[config.mk]
export PLATFORM = sky130hd
export DESIGN_NAME = dm_store_align
export DESIGN_NICKNAME = d
export VERILOG_FILES = /design/src/rtl/dm_store_align.sv
export SDC_FILE = /design/constraint.sdc
export NUM_CORES = 1
export LEC_CHECK = 0
export CORE_MARGIN = 2
export CORE_UTILIZATION = 45
export DETAILED_ROUTE_END_ITERATION = 6
export MAX_ROUTING_LAYER = met4
export PLACE_DENSITY_LB_ADDON = 0.05
export SLEW_MARGIN = 20
export SYNTH_ARGS = -nofsm -noshare
export SYNTH_HDL_FRONTEND = slang
export SYNTH_SLANG_ARGS = --single-unit
[constraint.sdc]
create_clock -name clk -period 4.9 [get_ports clk]
set_input_delay 0.98 -clock clk [delete_from_list [all_inputs] [get_ports clk]]
set_output_delay 0.98 -clock clk [all_outputs]
set_load 0.01 [all_outputs]
[src/rtl/dm_store_align.sv]
// Store path to data memory: aligns sw/sh/sb requests into word writes with byte
// enables, buffers one pending store, and flags misaligned stores.
//
// state | meaning
// IDLE  | buffer empty, requests always accepted
// FULL  | buffer holds a store, mem_wr_en asserted until mem_ready
module dm_store_align (
   input  logic        clk,
   input  logic        reset,
   input  logic        req_valid,
   input  logic [2:0]  req_op,
   input  logic [31:0] req_addr,
   input  logic [31:0] req_data,
   output logic        req_ready,
   output logic        mem_wr_en,
   output logic [31:0] mem_addr,
   output logic [3:0]  mem_byteen,
   output logic [31:0] mem_wdata,
   input  logic        mem_ready,
   output logic        exc_ades,
   output logic [31:0] exc_addr,
   input  logic [31:0] chk_addr,
   output logic        chk_hit
);

   typedef enum logic {IDLE, FULL} state_t;

   state_t      state, state_nxt;
   logic        op_valid;
   logic        aligned;
   logic [3:0]  ld_byteen;
   logic [31:0] ld_wdata;
   logic        accept;
   logic        acc_ok;
   logic        acc_bad;

   always_comb begin
      op_valid  = 1'b0;
      aligned   = 1'b0;
      ld_byteen = 4'b0000;
      ld_wdata  = 32'h0;
      case (req_op)
         3'd1: begin
            op_valid  = 1'b1;
            aligned   = (req_addr[1:0] == 2'b00);
            ld_byteen = 4'b1111;
            ld_wdata  = req_data;
         end
         3'd2: begin
            op_valid  = 1'b1;
            aligned   = ~req_addr[0];
            ld_byteen = req_addr[1] ? 4'b1100 : 4'b0011;
            ld_wdata  = {2{req_data[15:0]}};
         end
         3'd3: begin
            op_valid  = 1'b1;
            aligned   = 1'b1;
            ld_byteen = 4'b0001 << req_addr[1:0];
            ld_wdata  = {4{req_data[7:0]}};
         end
         default: ;
      endcase
   end

   assign req_ready = (state == IDLE) || mem_ready;
   assign accept    = req_valid && req_ready && op_valid;
   assign acc_ok    = accept && aligned;
   assign acc_bad   = accept && !aligned;
   assign mem_wr_en = (state == FULL);

   always_ff @(posedge clk or posedge reset) begin
      if (reset) state <= IDLE;
      else       state <= state_nxt;
   end

   always_comb begin
      state_nxt = state;
      case (state)
         IDLE: if (acc_ok) state_nxt = FULL;
         FULL: if (mem_ready) state_nxt = acc_ok ? FULL : IDLE;
         default: state_nxt = IDLE;
      endcase
   end

   always_ff @(posedge clk or posedge reset) begin
      if (reset) begin
         mem_addr   <= 32'h0;
         mem_byteen <= 4'b0000;
         mem_wdata  <= 32'h0;
      end else if (acc_ok) begin
         mem_addr   <= {req_addr[31:2], 2'b00};
         mem_byteen <= ld_byteen;
         mem_wdata  <= ld_wdata;
      end
   end

   always_ff @(posedge clk or posedge reset) begin
      if (reset) begin
         exc_ades <= 1'b0;
         exc_addr <= 32'h0;
      end else begin
         exc_ades <= acc_bad;
         if (acc_bad) exc_addr <= req_addr;
      end
   end

   // mem_addr[1:0] is always zero, so masking the low bits gives a word compare
   assign chk_hit = mem_wr_en && (((chk_addr ^ mem_addr) & 32'hFFFF_FFFC) == 32'h0);

endmodule

==> results of run 1 <==
## critical path, stage by stage
cell	delay (ps)
clkdlybuf4s50_1	470
xnor2_1	120
nand4_1	120
or4_1	580
nor4_1	290
clkdlybuf4s50_1	590
## final timing paths
| kind | from | to | slack (ps) | depth (start not counted) |
|---|---|---|---|---|
| setup reg to reg | mem_wr_en | exc_addr[27] | 3080 | 5 |
| hold reg to reg | mem_wdata[26] | mem_wdata[26] | 490 | 2 |
| setup / recovery | chk_addr[11] | chk_hit | 760 | 6 |
| min in group asynchronous | reset | mem_addr[22] | 1200 | 2 |
| max in group asynchronous | reset | exc_addr[30] | 2790 | 3 |
| hold / removal | mem_wdata[26] | mem_wdata[26] | 490 | 2 |
## cell usage after synthesis, drive strengths merged, types with 2 or more instances
| cell type | number |
|---|---|
| o31ai | 2 |
| nor2 | 12 |
| clkbuf | 3 |
| mux2i | 8 |
| xnor2 | 26 |
| nand2b | 2 |
| dfrtp | 100 |
| buf | 18 |
| a22oi | 9 |
| nor4 | 2 |
| mux2 | 70 |
| inv | 3 |
| nor2b | 5 |
| nand2 | 33 |
| xor2 | 5 |
| nand4 | 7 |
| o21ai | 28 |
| a21oi | 18 |
## layout make-up
type	count	area (µm²)
Fill cell	785	3000
Timing Repair Buffer	207	2070
Clock buffer	10	128
Tap cell	133	166
Clock inverter	4	28.8
Multi-Input combinational cell	234	1820
Sequential cell	100	2500
Inverter	3	13.8
## routing by layer
metal  wire length, µm  vias up  GRT usage, %
met5                 0        -             -
met4               240        0          6.47
met1              5100     1717          28.5
met3               684       19          5.79
li1                  -     1634             -
met2              5650      129          36.4
## where the power goes
group	switching [mW]	internal (mW)
registers	0.126	1.01
clock network	0.279	0.180
logic	0.336	0.567
## cells by family (layout without fill, tap and decap cells)
kind of cell,count (synthesis),in the layout,share of synthesized area (%)
flops,100,100,56.0
mux,78,78,19.4
simple gates,64,64,6.89
compound gates,59,59,7.95
xor+xnor,31,31,6.08
buf+inv,24,224,3.58
other cells,1,2,0.0839
## registers in the layout (all words and copies together) (netlist names)
name        flops
mem_addr       30
mem_wdata      32
mem_byteen      4
exc_ades        1
mem_wr_en       1
exc_addr       32
## metrics by stage
step | instance area [µm²] | std cells | hold WS, ps
4_1_cts | 6730 | 691 | 491
6_report | 6730 | 691 | 487
3_3_place_gp | 6570 | 677 | 460
3_5_place_dp | 6570 | 677 | 470
5_1_grt | 6730 | 691 | 513
2_1_floorplan | 4470 | 358 | 511
==> impl_summary.log, run 1 <==
INFO  metric start_util = a little under half
INFO  metric timing_hold_violations_final = 0
INFO  metric tritoncts = yes
INFO  metric rsz_0062_raised_after_global_routing = false
INFO  metric final_cell_mix = clkdlybuf4s50_1, dfrtp_1, mux2_2
INFO  metric synthToLayoutAreaGrowth = 50.5%
INFO  metric dr.first_iter.drc_count = 90
INFO  metric dpl_worst_slack = a little over 700 ps
INFO  metric utilization = between 60% and 70%
INFO  metric post_cts_resized = 0
INFO  metric drt_antenna_net_count = 0
INFO  metric synthDistinctLibCells = 31
INFO  metric critical_path_arrival = between 3000 and 4000 ps
INFO  metric drt_first_pass_iters = 4
INFO  metric fin_total_pwr = 2.50 mW
INFO  metric clockRootBuffer = clkbuf_8
INFO  metric cts_setup_buffers = 0
INFO  metric rows = 36
INFO  metric portBuffers = roughly 200
INFO  metric clock-sinks = 100
INFO  metric timing.final.setup_violations = 0
INFO  metric timing.critical_path.to_type = output pin
INFO  metric worst_ir_drop_vdd = between 0.15 and 0.2 mV
INFO  metric timing.final.crit_period = 4140 ps
INFO  metric diodes_inserted = 0
INFO  metric detailroute.via_count = 3499
INFO  metric post-route-drc-count = 0
INFO  metric finalSetupTns = 0 ps
INFO  metric synthDominantAreaCellType = dfrtp_1
INFO  metric syn_inst = roughly 360
INFO  metric ys_top_cells_by_area = dfrtp_1, mux2_2, xnor2_1, mux2_1, o21ai_0
INFO  metric post_route_cells_drive_above_1_share = 14.7%
INFO  metric fp.coreArea = a little under 10000 µm²
INFO  metric post_synth_edffs = 0
INFO  metric slew_violations = 0
INFO  metric die_width = about 100 µm
INFO  metric max_frequency = 242 MHz
INFO  metric final_common_cell = clkdlybuf4s50_1
INFO  metric timing.final.crit_share = around 84%
INFO  metric hold_path_class = register to register
INFO  metric routed_wirelength = 11.7 mm
INFO  metric synth.avg_cell_area = approximately 13 µm²
INFO  metric worst-slew-pin-transition = ~940 ps
INFO  metric max_slew_margin = a little under two fifths
INFO  metric yosysWarningCount = 0
INFO  metric clock_buffer_count_from_cts = 9
INFO  metric post-route-worst-setup-slack = between 700 and 800 ps
INFO  metric path_clk_slew = 100 ps
INFO  metric type_of_the_worst_setup_path = input pin to output pin
INFO  metric grt_start_max_net_pins = between 80 and 90
INFO  metric hold_buffers = 0
INFO  metric wire_length_of_the_first_global_routing_pass = around 19 mm
INFO  metric sequential_share_of_the_synthesized_area = approximately 56%
INFO  metric synth.cell_area = around 4500 µm²
INFO  metric grtUsageTotal = 22.6%
INFO  metric initial_antenna_violation_count = 0
INFO  metric detailed_place_hpwl = 8.51 mm
INFO  metric outcome = finished clean
INFO  metric num_io_pins = between 200 and 250
INFO  metric synth_top_area_share = approximately 56%
INFO  metric reported_leakage_power = between 2 and 3 nW
INFO  metric die-height = ~100 µm
INFO  metric power_per_cell_area = between 300 and 400 nW/µm²
INFO  metric ys_async_sr_fraction = between 90% and 100%
INFO  metric wire_length_per_cell_after_detailed_routing = 16.9 µm
INFO  metric grt_overflow_total = 0
INFO  metric fin_nets = around 660
INFO  metric htree_levels = 3
INFO  metric setup.worst_path.start_class = input pin
INFO  metric avgViaCountPerCell = about 5
INFO  metric synth_top_flop_cell = dfrtp_1
INFO  metric required = 3920 ps
INFO  metric first_global_vias = roughly 3500
INFO  metric worstSkewPairLatency = ~360 ps
INFO  metric floorplan.die_area = 10700 µm²
INFO  metric path_max_fanout = 1
INFO  metric clock_tree.buffer_depth = 2
INFO  metric ys_ff_latch = 100
INFO  metric gp_congestion = around 0.8
INFO  metric finalClockSkew = approximately 7.4 ps
INFO  metric timing.max_cap.violations = 0
Note: power is estimated with default switching activity, not from simulation.
==> run 2: changes to the inputs <==
CORE_UTILIZATION = 42   (was 45)
clock period = 4.1 ns   (was 4.9 ns; I/O delays follow)
==> impl_summary.log, run 2 (same netlist as run 1, synthesis figures left out) <==
INFO  metric outcome = finished clean
INFO  metric grtUsageTotal = 20.8% (-1.8 points)
INFO  metric hold_path_class = register to register
INFO  metric wire_length_per_cell_after_detailed_routing = 16.7 µm (-1.2%)
INFO  metric num_io_pins = 207 (unchanged)
INFO  metric final_cell_mix = clkdlybuf4s50_1, dfrtp_1, mux2_2
INFO  metric clock-sinks = 100 (unchanged)
INFO  metric max_slew_margin = 49.4% (+12 points)
INFO  metric reported_leakage_power = 2.76 nW (+1.1%)
INFO  metric p_seq_share = 44.7% (-0.8 points)
INFO  metric portBuffers = 202 (unchanged)
INFO  metric routed_wirelength = 11.7 mm (about the same)
INFO  metric power_per_cell_area = 449 nW/µm² (+21%)
INFO  metric final_common_cell = clkdlybuf4s50_1
INFO  metric clock_buffer_count_from_cts = 9 (unchanged)
INFO  metric path_max_fanout = 1 (unchanged)
INFO  metric fin_nets = 661 (+0.46%)
INFO  metric fp.coreArea = 10300 µm² (+6.1%)
INFO  metric die-height = 107 µm (+3.4%)
INFO  metric detailroute.via_count = 3449 (-1.4%)
INFO  metric post-route-drc-count = 0 (unchanged)
INFO  metric finalSetupTns = 0 ps (unchanged)
INFO  metric timing.max_cap.violations = 0 (unchanged)
INFO  metric grt_overflow_total = 0 (unchanged)
INFO  metric type_of_the_worst_setup_path = input pin to output pin
INFO  metric rows = 37 (+2.8%)
INFO  metric timing_hold_violations_final = 0 (unchanged)
INFO  metric initial_antenna_violation_count = 0 (unchanged)
INFO  metric worst-slew-pin-transition = 758 ps (-180 ps)
INFO  metric dr.first_iter.drc_count = 126 (+40%)
INFO  metric timing.final.crit_share = between 90% and 100%
INFO  metric worst_ir_drop_vdd = 0.215 mV (+22%)
INFO  metric switching_share = 29.4% (-0.25 points)
INFO  metric start_util = 43.3% (-2.6 points)
INFO  metric hold_buffers = 0 (unchanged)
INFO  metric clockPowerShare = 19.9% (+1.6 points)
INFO  metric avgViaCountPerCell = 4.93 (-2.6%)
INFO  metric diodes_inserted = 0 (unchanged)
INFO  metric pwr-share-comb = 35.4% (-0.7 points)
INFO  metric clockRootBuffer = clkbuf_8
INFO  metric drt_antenna_net_count = 0 (unchanged)
INFO  metric post_route_cells_drive_above_1_share = 15.5% (+0.76 points)
INFO  metric power.switching = 0.893 mW (+21%)
INFO  metric worstSkewPairLatency = 370 ps (about the same)
INFO  metric synthToLayoutAreaGrowth = 51.5%
INFO  metric floorplan.die_area = 11500 µm² (+6.9%)
INFO  metric timing.critical_path.to_type = output pin
INFO  metric path_clk_slew = 90 ps (about the same)
INFO  metric grt_start_max_net_pins = 86 (+4.9%)
INFO  metric critical_path_arrival = 3050 ps (-110 ps)
INFO  metric required = 3280 ps (-640 ps)
INFO  metric drt_first_pass_iters = 4 (unchanged)
INFO  metric slew_violations = 0 (unchanged)
INFO  metric htree_levels = 3 (unchanged)
INFO  metric timing.final.crit_period = 3870 ps
INFO  metric reg2reg_slack = 2220 ps (-860 ps)
INFO  metric rsz_0062_raised_after_global_routing = false
INFO  metric timing.final.setup_violations = 0 (unchanged)
INFO  metric first_global_vias = 3469 (-2.0%)
INFO  metric p_int = 2.15 mW (+22%)
INFO  metric final.hold.worst_slack = 482 ps (-4.36 ps)
INFO  metric clock_tree.buffer_depth = 2 (unchanged)
INFO  metric max_frequency = roughly 260 MHz
INFO  metric wire_length_of_the_first_global_routing_pass = 17.9 mm (-4.4%)
INFO  metric layout_top_registers = exc_addr x32, mem_wdata x32, mem_addr x30
INFO  metric cts_setup_buffers = 0 (unchanged)
INFO  metric finalClockSkew = 17.8 ps (+10.4 ps)
INFO  metric fin_total_pwr = 3.04 mW (+22%)
INFO  metric die_width = 107 µm (+3.4%)
INFO  metric gp_congestion = 0.807 (+0.94%)
INFO  metric detailed_place_hpwl = 8.59 mm (+0.92%)
INFO  metric tritoncts = yes
INFO  metric setup.worst_path.start_class = input pin
INFO  metric post_cts_resized = 0 (unchanged)
## run 2: cell types whose count changed in the layout (fill, tap and decap cells not counted)
cell,previous run,this run
buf_12,1,0
buf_4,4,8
clkbuf_8,9,11
clkinvlp_4,2,0
inv_4,1,0
inv_6,0,3
## run 2: final timing paths
path                               start       endpoint  cells past startpoint
max                          chk_addr[5]        chk_hit                      6
min                        mem_wdata[17]  mem_wdata[17]                      2
max reg2reg                    mem_wr_en   exc_addr[16]                      5
min reg2reg                mem_wdata[17]  mem_wdata[17]                      2
max in group asynchronous          reset   mem_addr[16]                      3
min in group asynchronous          reset   mem_addr[27]                      2
## run 2: final cells by class
| class | count | area, µm² |
|---|---|---|
| Multi-Input combinational cell | 234 | 1820 |
| Tap cell | 136 | 170 |
| Fill cell | 829 | 3550 |
| Clock inverter | 4 | 31.3 |
| Timing Repair Buffer | 210 | 2080 |
| Clock buffer | 12 | 155 |
| Inverter | 3 | 16.3 |
| Sequential cell | 100 | 2500 |
## run 2: metal layers
layer	wire length (µm)	global-route usage [%]	vias to the layer above
met2	5600	32.8	135
met5	0	-	-
li1	-	-	1642
met4	221	6.68	0
met1	4900	25.9	1657
met3	954	5.90	15
## run 2: metrics by stage
step	worst slack, ps	instances	area, µm²	utilization, %
after floorplan	661	358	4470	-
after global placement	264	683	6580	63.8
after detailed placement	254	683	6580	63.8
after CTS	243	699	6770	65.6
after global routing	158	699	6770	65.6
final	229	699	6770	65.6
## run 2: power groups by stage
stage          registers [mW]  logic (mW)  clock network [mW]
2_1_floorplan            1.47       0.335                   0
3_3_place_gp             1.37        1.07                   0
3_5_place_dp             1.38        1.09                   0
4_1_cts                  1.36        1.09               0.628
5_1_grt                  1.39        1.16               0.671
6_report                 1.36        1.08               0.604
## run 2: critical path, stage by stage
cell             delay, ps
clkdlybuf4s50_1        470
xnor2_1                140
nand4_1                120
or4_1                  610
nor4_1                 300
clkdlybuf4s50_1        580
==> run 3: changes to the inputs <==
TNS_END_PERCENT = 20   (was not set)
==> results of run 3 <==
No change in the layout: final DEF, timing and power equal those of run 2.
==> RTL edit (settings of run 3) <==
Make the reset (`reset`) synchronous in 3 clocked blocks.
--- a/src/rtl/dm_store_align.sv
+++ b/src/rtl/dm_store_align.sv
@@ -68,7 +68,7 @@
    assign acc_bad   = accept && !aligned;
    assign mem_wr_en = (state == FULL);
 
-   always_ff @(posedge clk or posedge reset) begin
+   always_ff @(posedge clk) begin
       if (reset) state <= IDLE;
       else       state <= state_nxt;
    end
@@ -82,7 +82,7 @@
       endcase
    end
 
-   always_ff @(posedge clk or posedge reset) begin
+   always_ff @(posedge clk) begin
       if (reset) begin
          mem_addr   <= 32'h0;
          mem_byteen <= 4'b0000;
@@ -94,7 +94,7 @@
       end
    end
 
-   always_ff @(posedge clk or posedge reset) begin
+   always_ff @(posedge clk) begin
       if (reset) begin
          exc_ades <= 1'b0;
          exc_addr <= 32'h0;
Function: differs if reset is asserted again (counterexample within 4 cycles, from zero or initial values and one cycle with reset high); with reset held inactive, the same outputs for 10 cycles.
==> RTL edit against run 3 <==
- sequential cell count is the same
- critical endpoint unchanged
- sequential share of layout area fell by 7.8 points
- critical path depth is the same
- worst setup slack lost 35 ps
- design area is 1.6% higher
- via count is 30% higher
- first-iteration DRC count rose by 75%
- synthesized area grew 4.8%
- routed wire length is 23% higher
Power is not compared: it rests on default switching activity, and its combinational part moved more than twofold at a synthesized area within 25%.
==> RTL edit: results (changes against run 3) <==
status finished clean (unchanged); Arrival @ worst endpoint 3090 ps (was 3050 ps); XOR/XNOR Fraction of Synth Area 0.0579 (was 0.0608); CP startpoint chk_addr[13] (was chk_addr[5]); placed cell area 6690 um2 (was 6580 um2); fraction of area in multi-input gates 0.353 (was 0.268); critical path's largest stage delay 580 ps (was 610 ps); clock-cell share of area 0.0262 (was 0.0275); #MultiIn Comb 373 (was 234); Layout Nets 800 (was 661); final worst path period share 0.953 (was 0.944); global placement routability congestion 0.757 (was 0.807); wire per inst 17.0 um (was 16.7 um); mux cell area share after synthesis 0.0812 (was 0.194); GRT Total Usage 0.241 (was 0.208); total chip power 2.09 mW; met3 wire len 1180 um (was 954 um); GR Layer Usage met2 0.392 (was 0.328); router iterations before antenna repair 5 (was 4); Syn Inst Count 525 (was 357); met3 usage 0.0658 (was 0.0590); non-clk buf share 0.302 (was 0.307); # fillers 945 (was 829); HPWL Detailed 10,000 um (was 8590 um); adder-cell share of the synthesized area 0.00427 (was 0); Worst slew margin 0.442 (was 0.494)
## RTL edit: cell types whose count changed after synthesis, sizes merged, moves of 25 or more
| cell | delta |
|---|---|
| a211oi | +25 |
| a21oi | +65 |
| dfrtp | -100 |
| dfxtp | +100 |
| mux2 | -70 |
| mux2i | +30 |
| nand2 | -31 |
| nand2b | +60 |
| nand3 | +39 |
## RTL edit: worst min-delay path by stage
stage	start	endpoint	slack [ps]	cells past startpoint
after CTS	mem_wdata[2]	mem_wdata[2]	480	2
after detailed placement	mem_byteen[3]	mem_byteen[3]	460	1
after global placement	mem_byteen[3]	mem_byteen[3]	450	1
after global routing	exc_addr[24]	exc_addr[24]	490	2
final	mem_wdata[2]	mem_wdata[2]	480	2
after floorplan	exc_addr[13]	exc_addr[13]	490	2
## RTL edit: worst max-delay path: cells and delay by family
| family | cells | cell delay (ps) |
|---|---|---|
| xor+xnor | 1 | 140 |
| buf+inv | 2 | 1050 |
| simple gates | 3 | 1070 |
